<file path="config.mk">
export PLATFORM = sky130hd
export DESIGN_NAME = i2s_tx_serializer
export DESIGN_NICKNAME = d
export VERILOG_FILES = /design/src/rtl/i2s_tx_serializer.sv
export SDC_FILE = /design/constraint.sdc
export NUM_CORES = 1
export LEC_CHECK = 0
export BUFFER_PORTS_ARGS = -buffer_cell sky130_fd_sc_hd__buf_2
export CELL_PAD_IN_SITES_DETAIL_PLACEMENT = 1
export CELL_PAD_IN_SITES_GLOBAL_PLACEMENT = 1
export CORE_MARGIN = 10
export CORE_UTILIZATION = 43
export CTS_CLUSTER_DIAMETER = 30
export DETAILED_ROUTE_END_ITERATION = 6
export PLACE_DENSITY = 0.86
export SLEW_MARGIN = 20
export SYNTH_ARGS = -nofsm -noshare
export SYNTH_HDL_FRONTEND = slang
export SYNTH_SLANG_ARGS = --single-unit
</file>
<file path="constraint.sdc">
create_clock -name clk_ref -period 2.4 [get_ports clk_ref]
set_clock_uncertainty 0.15 [all_clocks]
set_input_delay 0 -clock clk_ref [delete_from_list [all_inputs] [get_ports clk_ref]]
set_output_delay 0 -clock clk_ref [all_outputs]
set_load 0.005 [all_outputs]
</file>
<file path="src/rtl/i2s_tx_serializer.sv">
// I2S transmitter: divides clk_ref into BCLK/WS, double-buffers one stereo
// frame behind a valid/ready handshake, shifts it out MSB-first with WS leading
// each slot's MSB by one BCLK.
module i2s_tx_serializer #(
  parameter int unsigned SAMPLE_W = 24,
  parameter int unsigned HALF_DIV = 24
) (
  input  logic                clk_ref,
  input  logic                reset_n,
  input  logic [SAMPLE_W-1:0] sample_l,
  input  logic [SAMPLE_W-1:0] sample_r,
  input  logic                sample_valid,
  output logic                sample_ready,
  output logic                i2s_bclk,
  output logic                i2s_ws,
  output logic                i2s_sd,
  output logic                frame_start,
  output logic                underrun
);

  localparam int unsigned FRAME_W = 2 * SAMPLE_W;
  localparam int unsigned DIV_W   = (HALF_DIV > 2) ? $clog2(HALF_DIV) : 1;
  localparam int unsigned BIT_W   = $clog2(FRAME_W);

  localparam logic [DIV_W-1:0] DIV_LAST = DIV_W'(HALF_DIV - 1);
  localparam logic [BIT_W-1:0] BIT_LAST = BIT_W'(FRAME_W - 1);
  localparam logic [BIT_W-1:0] WS_LO    = BIT_W'(SAMPLE_W - 1);
  localparam logic [BIT_W-1:0] WS_HI    = BIT_W'(FRAME_W - 2);

  logic [DIV_W-1:0]    div_cnt_q, div_cnt_d;
  logic                bclk_q, bclk_d;
  logic [BIT_W-1:0]    bit_cnt_q, bit_cnt_d;
  logic [FRAME_W-1:0]  shift_q, shift_d;
  logic                sd_q, sd_d;
  logic                ws_q, ws_d;
  logic [SAMPLE_W-1:0] hold_l_q, hold_l_d;
  logic [SAMPLE_W-1:0] hold_r_q, hold_r_d;
  logic                hold_full_q, hold_full_d;
  logic                ready_q, ready_d;
  logic                frame_start_q, frame_start_d;
  logic                underrun_q, underrun_d;

  logic tick;
  logic fall;
  logic accept;
  logic load;

  // Next-state: divider, fall-edge bit sequencing, frame load and hold handshake
  always_comb begin
    div_cnt_d     = div_cnt_q + 1'b1;
    bclk_d        = bclk_q;
    bit_cnt_d     = bit_cnt_q;
    shift_d       = shift_q;
    sd_d          = sd_q;
    ws_d          = ws_q;
    hold_l_d      = hold_l_q;
    hold_r_d      = hold_r_q;
    load          = 1'b0;

    tick   = (div_cnt_q == DIV_LAST);
    fall   = tick && bclk_q;
    accept = sample_valid && ready_q;

    if (tick) begin
      div_cnt_d = '0;
      bclk_d    = !bclk_q;
    end

    if (fall) begin
      bit_cnt_d = (bit_cnt_q == BIT_LAST) ? '0 : bit_cnt_q + 1'b1;
      if (bit_cnt_d == '0) begin
        load    = 1'b1;
        shift_d = hold_full_q ? {hold_l_q, hold_r_q} : '0;
      end else begin
        shift_d = shift_q << 1;
      end
      sd_d = shift_d[FRAME_W-1];
      ws_d = (bit_cnt_d >= WS_LO) && (bit_cnt_d <= WS_HI);
    end

    // A frame accepted in the same cycle as a load (hold empty) is not
    // bypassed: the load takes zeros and the new data waits a full frame.
    if (accept) begin
      hold_l_d = sample_l;
      hold_r_d = sample_r;
    end
    hold_full_d = accept ? 1'b1 : (load ? 1'b0 : hold_full_q);

    ready_d       = !hold_full_d;
    frame_start_d = load;
    underrun_d    = load && !hold_full_q;
  end

  // State register with synchronous active-low reset
  always_ff @(posedge clk_ref) begin
    if (!reset_n) begin
      div_cnt_q     <= '0;
      bclk_q        <= 1'b0;
      bit_cnt_q     <= BIT_LAST;
      shift_q       <= '0;
      sd_q          <= 1'b0;
      ws_q          <= 1'b0;
      hold_l_q      <= '0;
      hold_r_q      <= '0;
      hold_full_q   <= 1'b0;
      ready_q       <= 1'b0;
      frame_start_q <= 1'b0;
      underrun_q    <= 1'b0;
    end else begin
      div_cnt_q     <= div_cnt_d;
      bclk_q        <= bclk_d;
      bit_cnt_q     <= bit_cnt_d;
      shift_q       <= shift_d;
      sd_q          <= sd_d;
      ws_q          <= ws_d;
      hold_l_q      <= hold_l_d;
      hold_r_q      <= hold_r_d;
      hold_full_q   <= hold_full_d;
      ready_q       <= ready_d;
      frame_start_q <= frame_start_d;
      underrun_q    <= underrun_d;
    end
  end

  assign sample_ready = ready_q;
  assign i2s_bclk     = bclk_q;
  assign i2s_ws       = ws_q;
  assign i2s_sd       = sd_q;
  assign frame_start  = frame_start_q;
  assign underrun     = underrun_q;

endmodule

</file>
==> run summary, run 1 <==
Effective utilization at floorplan - 43.89%
Largest net degree at the start of global routing - 66
Met3 usage - 5.790%
Multi-input combinational cell area - 2456 µm²
Initial drt markers - 437
Final nets - 763
Mean post-synth cell area - 8.289 µm²
Crit path max fanout - 23
Met2 GRT Util - 39.39%
Hold Path Class - in2reg
Post-DRT Antenna Nets - 0
HPWL Detailed - 8778 µm
Critical path's largest stage delay - 0.54 ns
Critical path type - reg2reg
Die width - 127.7 µm
Final worst path period share - 95.95%
Clk pin slew, worst setup/hold paths - 0.05 ns
Area Overhead vs Synth - 33.85%
Placement Setup Slack - 0.06443 ns
Fin crit period - 2.303 ns
Final Slew Violations - 0
GRT Max-Usage Layer - met2
# setup viols final - 0
First-pass GRT wire length - 29360 µm
Cell Rows - 39
Input/output buffers - 56
Core ar. - 11370 µm²
Die height - 127.7 µm
Clock latency on the worst-skew pair - 0.43 ns
Grt met1 use - 22.98%
Detailed-route via count - 5038
Setup TNS - 0 ns
Cell count after synthesis - 602
Relative slew slack - 60.50%
DR WL/cell - 21.30 µm
TritonRoute pass-1 iters - 5
Leading cell type in the layout, fill and taps excluded - nand2_1
Status - finished clean
CTS Root Cell - clkbuf_16
Maximum buffer depth of the clock tree - 2
Remaining Overflow, GRT - 0
Cell taking the most area after synthesis - dfxtp_1
Synthesized area - 4990 µm²
Pwr/cell area - 716.3 nW/µm²
Number of global-route vias before repair - 5534
Setup crit start kind - register
CTS tree - yes
Leakage power - 2.466 nW
CP top delay family - simple AND/OR/NAND/NOR gates
Number of remaining DRC errors - 0
RSZ-0062 raised after global routing - no
Area taken by flip-flops and latches - 2267 µm²
Crit. End Element - register
Peak supply drop - 0.0006748 V
# fillers - 1318
Die area - 16310 µm²
FMAX - 0.4343 GHz
Worst-margin pin slew - 0.5925 ns
Gpl congestion - 0.8058
Detailed Route WL - 18470 µm
#FFs+latches synth - 113
GRT Util Overall - 22.49%
Yosys warning total - 0
Area share of the largest cell type after synthesis - 45.34%
Crit path DAT - 2.47 ns
Max Cap Viol - 0
Slowest cell on crit path - dfxtp_1
Setup WS post-layout - 0.09732 ns
Crit path cell chain - nand3_1 -> nor2_1 -> a211oi_4 -> or2_2 -> buf_4 -> o211ai_1
Number of I/O pins - 57
Buf/Inv on CP - 1
Commonest cells after routing, fill and taps aside - 158 x nand2_1, 109 x dfxtp_1, 96 x o211ai_1, 66 x dlygate4sd3_1, 56 x buf_2
Antenna violations before repair - 4
H-tree levels - 4
Final Hold Vio Count - 0
Syn_nets - 658
Clk sink count - 113
Vias per cell - 5.811
Count of different cell masters after synthesis - 38
Crit path required time - 2.57 ns
Sequential fraction of the synthesis area - 45.34%
Layout cell share with drive strength beyond 1 - 17.22%
Main area contributors after synthesis - dfxtp_1 45%, o211ai_1 14%, nand2_1 12%, a21boi_0 7.7%, nand3_1 5.2%
CTS Buf Count - 17
## cells by family (layout without fill, tap and decap cells)
logic type | Yosys count | after routing | share of synthesized area, %
buf+inv | 65 | 183 | 5.943
mux | 1 | 1 | 0.2257
simple gates | 246 | 246 | 21.39
fa+ha+maj | 5 | 5 | 1.254
xor+xnor | 5 | 5 | 0.8778
other cells | 0 | 4 | 0
compound gates | 167 | 167 | 24.97
flops | 113 | 113 | 45.34
## layer usage
layer  part of all wire (%)  wire, µm
met2                     52      9669
met4                    6.0      1115
met1                     38      6938
met5                      0         0
met3                    4.0       744
## worst paths after layout
path / from / to / slack, ns / depth (start not counted)
max: bit_cnt_q[4]$_SDFFE_PN0N_ / shift_q[12]$_SDFFE_PN0N_ / 0.1 / 6
min: sample_valid / hold_r_q[2]$_SDFFE_PN0P_ / 0.11 / 5
max reg2reg: bit_cnt_q[4]$_SDFFE_PN0N_ / shift_q[12]$_SDFFE_PN0N_ / 0.1 / 6
min reg2reg: div_cnt_q[0]$_SDFF_PP0_ / div_cnt_q[0]$_SDFF_PP0_ / 0.30 / 1
## flip-flops by register name, indices dropped and copies added (netlist names), 5 cells and up
register and cells:
hold_r_q 24, hold_l_q 24, bit_cnt_q 6, div_cnt_q 5, shift_q 47
## area by class of cell
class	count	area share, %
inverter	3	0.1686
antenna	4	0.1499
sequential	113	33.95
clock inverter	4	0.6744
timing repair buffer	148	17.57
clock buffer	28	8.037
multi-input combinational	424	36.77
tap	143	2.679
## synthesized netlist by cell type
cell	n
nand2_1	158
dfxtp_1	113
o211ai_1	96
nand3_1	52
a21boi_0	51
clkbuf_1	38
buf_2	18
nor2_1	8
o21ai_0	6
and2_1	5
ha_1	5
nor2b_1	5
and3_1	4
buf_4	4
nor3_1	4
a21oi_1	3
inv_1	3
xor2_1	3
a22oi_1	2
buf_6	2
nand4b_1	2
o21a_1	2
or2_1	2
xnor2_1	2
a211oi_4	1
a21boi_1	1
and4bb_2	1
mux2_2	1
nand2b_1	1
nor3b_1	1
nor4_1	1
o21ai_1	1
o2bb2a_1	1
o311ai_0	1
o31ai_1	1
o32ai_1	1
or3_1	1
or4_1	1
## through the flow
step / hold slack, ns / total power [W] / instance area [µm²] / std cells / util, %
floorplan: -0.005082 / 0.002099 / 4990 / 602 / -
global placement: 0.1006 / 0.002182 / 5390 / 762 / 47.41
detailed placement: 0.1128 / 0.002194 / 5390 / 762 / 47.41
CTS: 0.1126 / 0.004732 / 6633 / 860 / 58.34
global route: 0.1588 / 0.004924 / 6679 / 867 / 58.74
finish: 0.1104 / 0.004784 / 6679 / 867 / 58.74
## worst min-delay path, cell delays in order
cell	delay, ns
buf_2	0.10
nand2_1	0.05
buf_4	0.28
nand2_1	0.13
a21boi_0	0.06
## power breakdown
| part | total, W | internal (W) | switching, W |
|---|---|---|---|
| logic | 0.000297 | 0.000150 | 0.000147 |
| registers | 0.00196 | 0.00192 | 0.0000391 |
| clock network | 0.00252 | 0.00161 | 0.000912 |
| total | 0.00478 | 0.00369 | 0.00110 |
## timing repair
item,4_1_cts,5_1_grt
setup buffers,0,3
endpoints found under the setup margin,0,52
endpoints found under the hold margin,48,0
resized for setup,0,5
hold buffers,66,0
No activity file was read; power rests on OpenSTA's default activity.
==> run 2, diff against run 1 <==
Settings changed: CORE_MARGIN 10 to default.
==> run 2 against run 1 <==
  * Register-to-register slack barely moved
  * Critical endpoint is now shift_q[4]$_SDFFE_PN0N_
  * Core utilization shrank 1.1 points
  * Highest routed layer unchanged
  * Largest cell class unchanged
  * Critical path type unchanged
  * Fmax is essentially flat
==> run summary, run 2 (same netlist as run 1, synthesis figures left out) <==
Status - finished clean
Crit Reg-Reg Startpoint - bit_cnt_q[3]$_SDFFE_PN1N_
Clock Power Share - 50.8%
Cell Rows - 38
Placement Setup Slack - 0.1287 ns
First-pass GRT wire length - 25350 µm
Post-Place Cells - 755
Met3 usage - 7.350%
Clk pin slew, worst setup/hold paths - 0.05 ns
Number of remaining DRC errors - 0
Maximum buffer depth of the clock tree - 2
Remaining Overflow, GRT - 0
Leakage power - 2.290 nW
Gate power share - 5.9%
Crit path required time - 2.58 ns
Area taken by flip-flops and latches - 2265 µm²
Internal - 0.003503 W
Relative slew slack - 62.17%
Setup WS post-layout - 0.09907 ns
Crit path max fanout - 17
Multi-input combinational cell area - 2451 µm²
Largest registers - shift_q (47), hold_l_q (24), hold_r_q (24)
Met2 GRT Util - 49.15%
Vias per cell - 5.758
# fillers - 1283
Final worst path period share - 95.87%
Max Cap Viol - 0
Number of global-route vias before repair - 5123
Worst Reg-to-Reg Cells - 6
Crit path DAT - 2.48 ns
Commonest cells after routing, fill and taps aside - 157 x nand2_1, 111 x dfxtp_1, 96 x o211ai_1, 56 x buf_2, 52 x nand3_1
Number of I/O pins - 57
DR WL/cell - 18.60 µm
Peak supply drop - 0.0007454 V
Final Hold Vio Count - 0
Largest net degree at the start of global routing - 64
Clock latency on the worst-skew pair - 0.43 ns
CTS tree - yes
Total Power - 0.004531 W
Input/output buffers - 56
Worst Hold Path Cells - 4
Finished Cell Area - 6384 µm²
Die height - 109.7 µm
N_diodes - 0
CTS Root Cell - clkbuf_16
# setup viols final - 0
Final nets - 739
Psw - 0.001028 W
H-tree levels - 4
Hold Path Class - in2reg
Detailed Route WL - 15500 µm
RSZ-0062 raised after global routing - no
Biggest register - shift_q
R2R Path End - shift_q[4]$_SDFFE_PN0N_
Die width - 109.7 µm
Gpl congestion - 0.8296
Final Slew Violations - 0
Fin crit period - 2.301 ns
Effective utilization at floorplan - 45.04%
Sw Share - 22.70%
Crit. End Element - register
Grt met1 use - 30.50%
Hold Path Origin - sample_valid
GRT Util Overall - 28.07%
Pwr/cell area - 709.8 nW/µm²
Max reg flops - 47
Setup TNS - 0 ns
Hold endpoint - hold_l_q[20]$_SDFFE_PN0P_
FMAX - 0.4346 GHz
GRT Max-Usage Layer - met2
HPWL Detailed - 7932 µm
Area after DPL - 5359 µm²
Clk sink count - 113
Leading cell type in the layout, fill and taps excluded - nand2_1
Final std cells w/o fill - 833
Critical path type - reg2reg
Antenna violations before repair - 0
Core ar. - 11080 µm²
CTS Buf Count - 17
Setup crit start kind - register
Reg-to-reg slack, setup - 0.1 ns
Post-DRT Antenna Nets - 0
Area Overhead vs Synth - 27.93%
Layout cell share with drive strength beyond 1 - 16.31%
Worst-margin pin slew - 0.5675 ns
Sequential power share - 43.3%
TritonRoute pass-1 iters - 4
Detailed-route via count - 4796
Setup crit start - bit_cnt_q[3]$_SDFFE_PN1N_
Die area - 12040 µm²
Initial drt markers - 190
## run 2: changes by cell type in the layout (fill, tap and decap cells not counted), sizes merged
cell	delta
buf	-7
clkbuf	-6
clkinv	+2
clkinvlp	+1
diode	-4
dlygate4sd3	-17
## run 2: through the flow
stage	util [%]	hold WS [ns]
after floorplan	-	-0.005082
after global placement	48.37	0.09985
after detailed placement	48.37	0.1124
after CTS	57.56	0.002819
after global routing	57.62	0.06179
final	57.62	0.01883
## run 2: routing by layer
metal	part of all wire [%]	wire length [µm]
met2	52	8075
met4	4.0	624
met5	0	0
met1	40	6172
met3	4.0	624
## run 2: how the worst max path moves through the flow
stage / end / slack (ns)
global route: shift_q[4]$_SDFFE_PN0N_ / 0.01
finish: shift_q[4]$_SDFFE_PN0N_ / 0.1
CTS: shift_q[5]$_SDFFE_PN0N_ / 0.07
floorplan: shift_q[38]$_SDFFE_PN0N_ / 0.21
detailed placement: shift_q[4]$_SDFFE_PN0N_ / 0.13
global placement: i2s_ws$_SDFFE_PN0N_ / 0.21
## run 2: layout make-up
cell class                      instances  area share, %
Tap cell                              140          2.744
Multi-Input combinational cell        424          38.40
Clock buffer                           22          7.272
Timing Repair Buffer                  124          14.95
Clock inverter                          7         0.9800
Inverter                                3         0.1764
Sequential cell                       113          35.48
## run 2: power by group through the flow
stage | registers (W) | clock network [W] | logic (W)
2_1_floorplan | 0.00198 | 0 | 0.000119
3_5_place_dp | 0.00200 | 0 | 0.000194
5_1_grt | 0.00196 | 0.00240 | 0.000296
6_report | 0.00196 | 0.00230 | 0.000269
4_1_cts | 0.00196 | 0.00231 | 0.000257
3_3_place_gp | 0.00199 | 0 | 0.000185
## run 2: critical path, cell delays in order (launching register included)
cell,delay (ns)
dfxtp_1,0.56
nor3b_1,0.35
mux2_2,0.27
a211oi_4,0.07
or2_2,0.35
buf_4,0.21
o211ai_1,0.23
## run 2: repair_timing
action,4_1_cts,5_1_grt
endpoints found under the hold margin,48,0
setup endpoints to repair,0,28
hold buffers,49,0
gates resized for setup,0,3
setup buffers,0,0
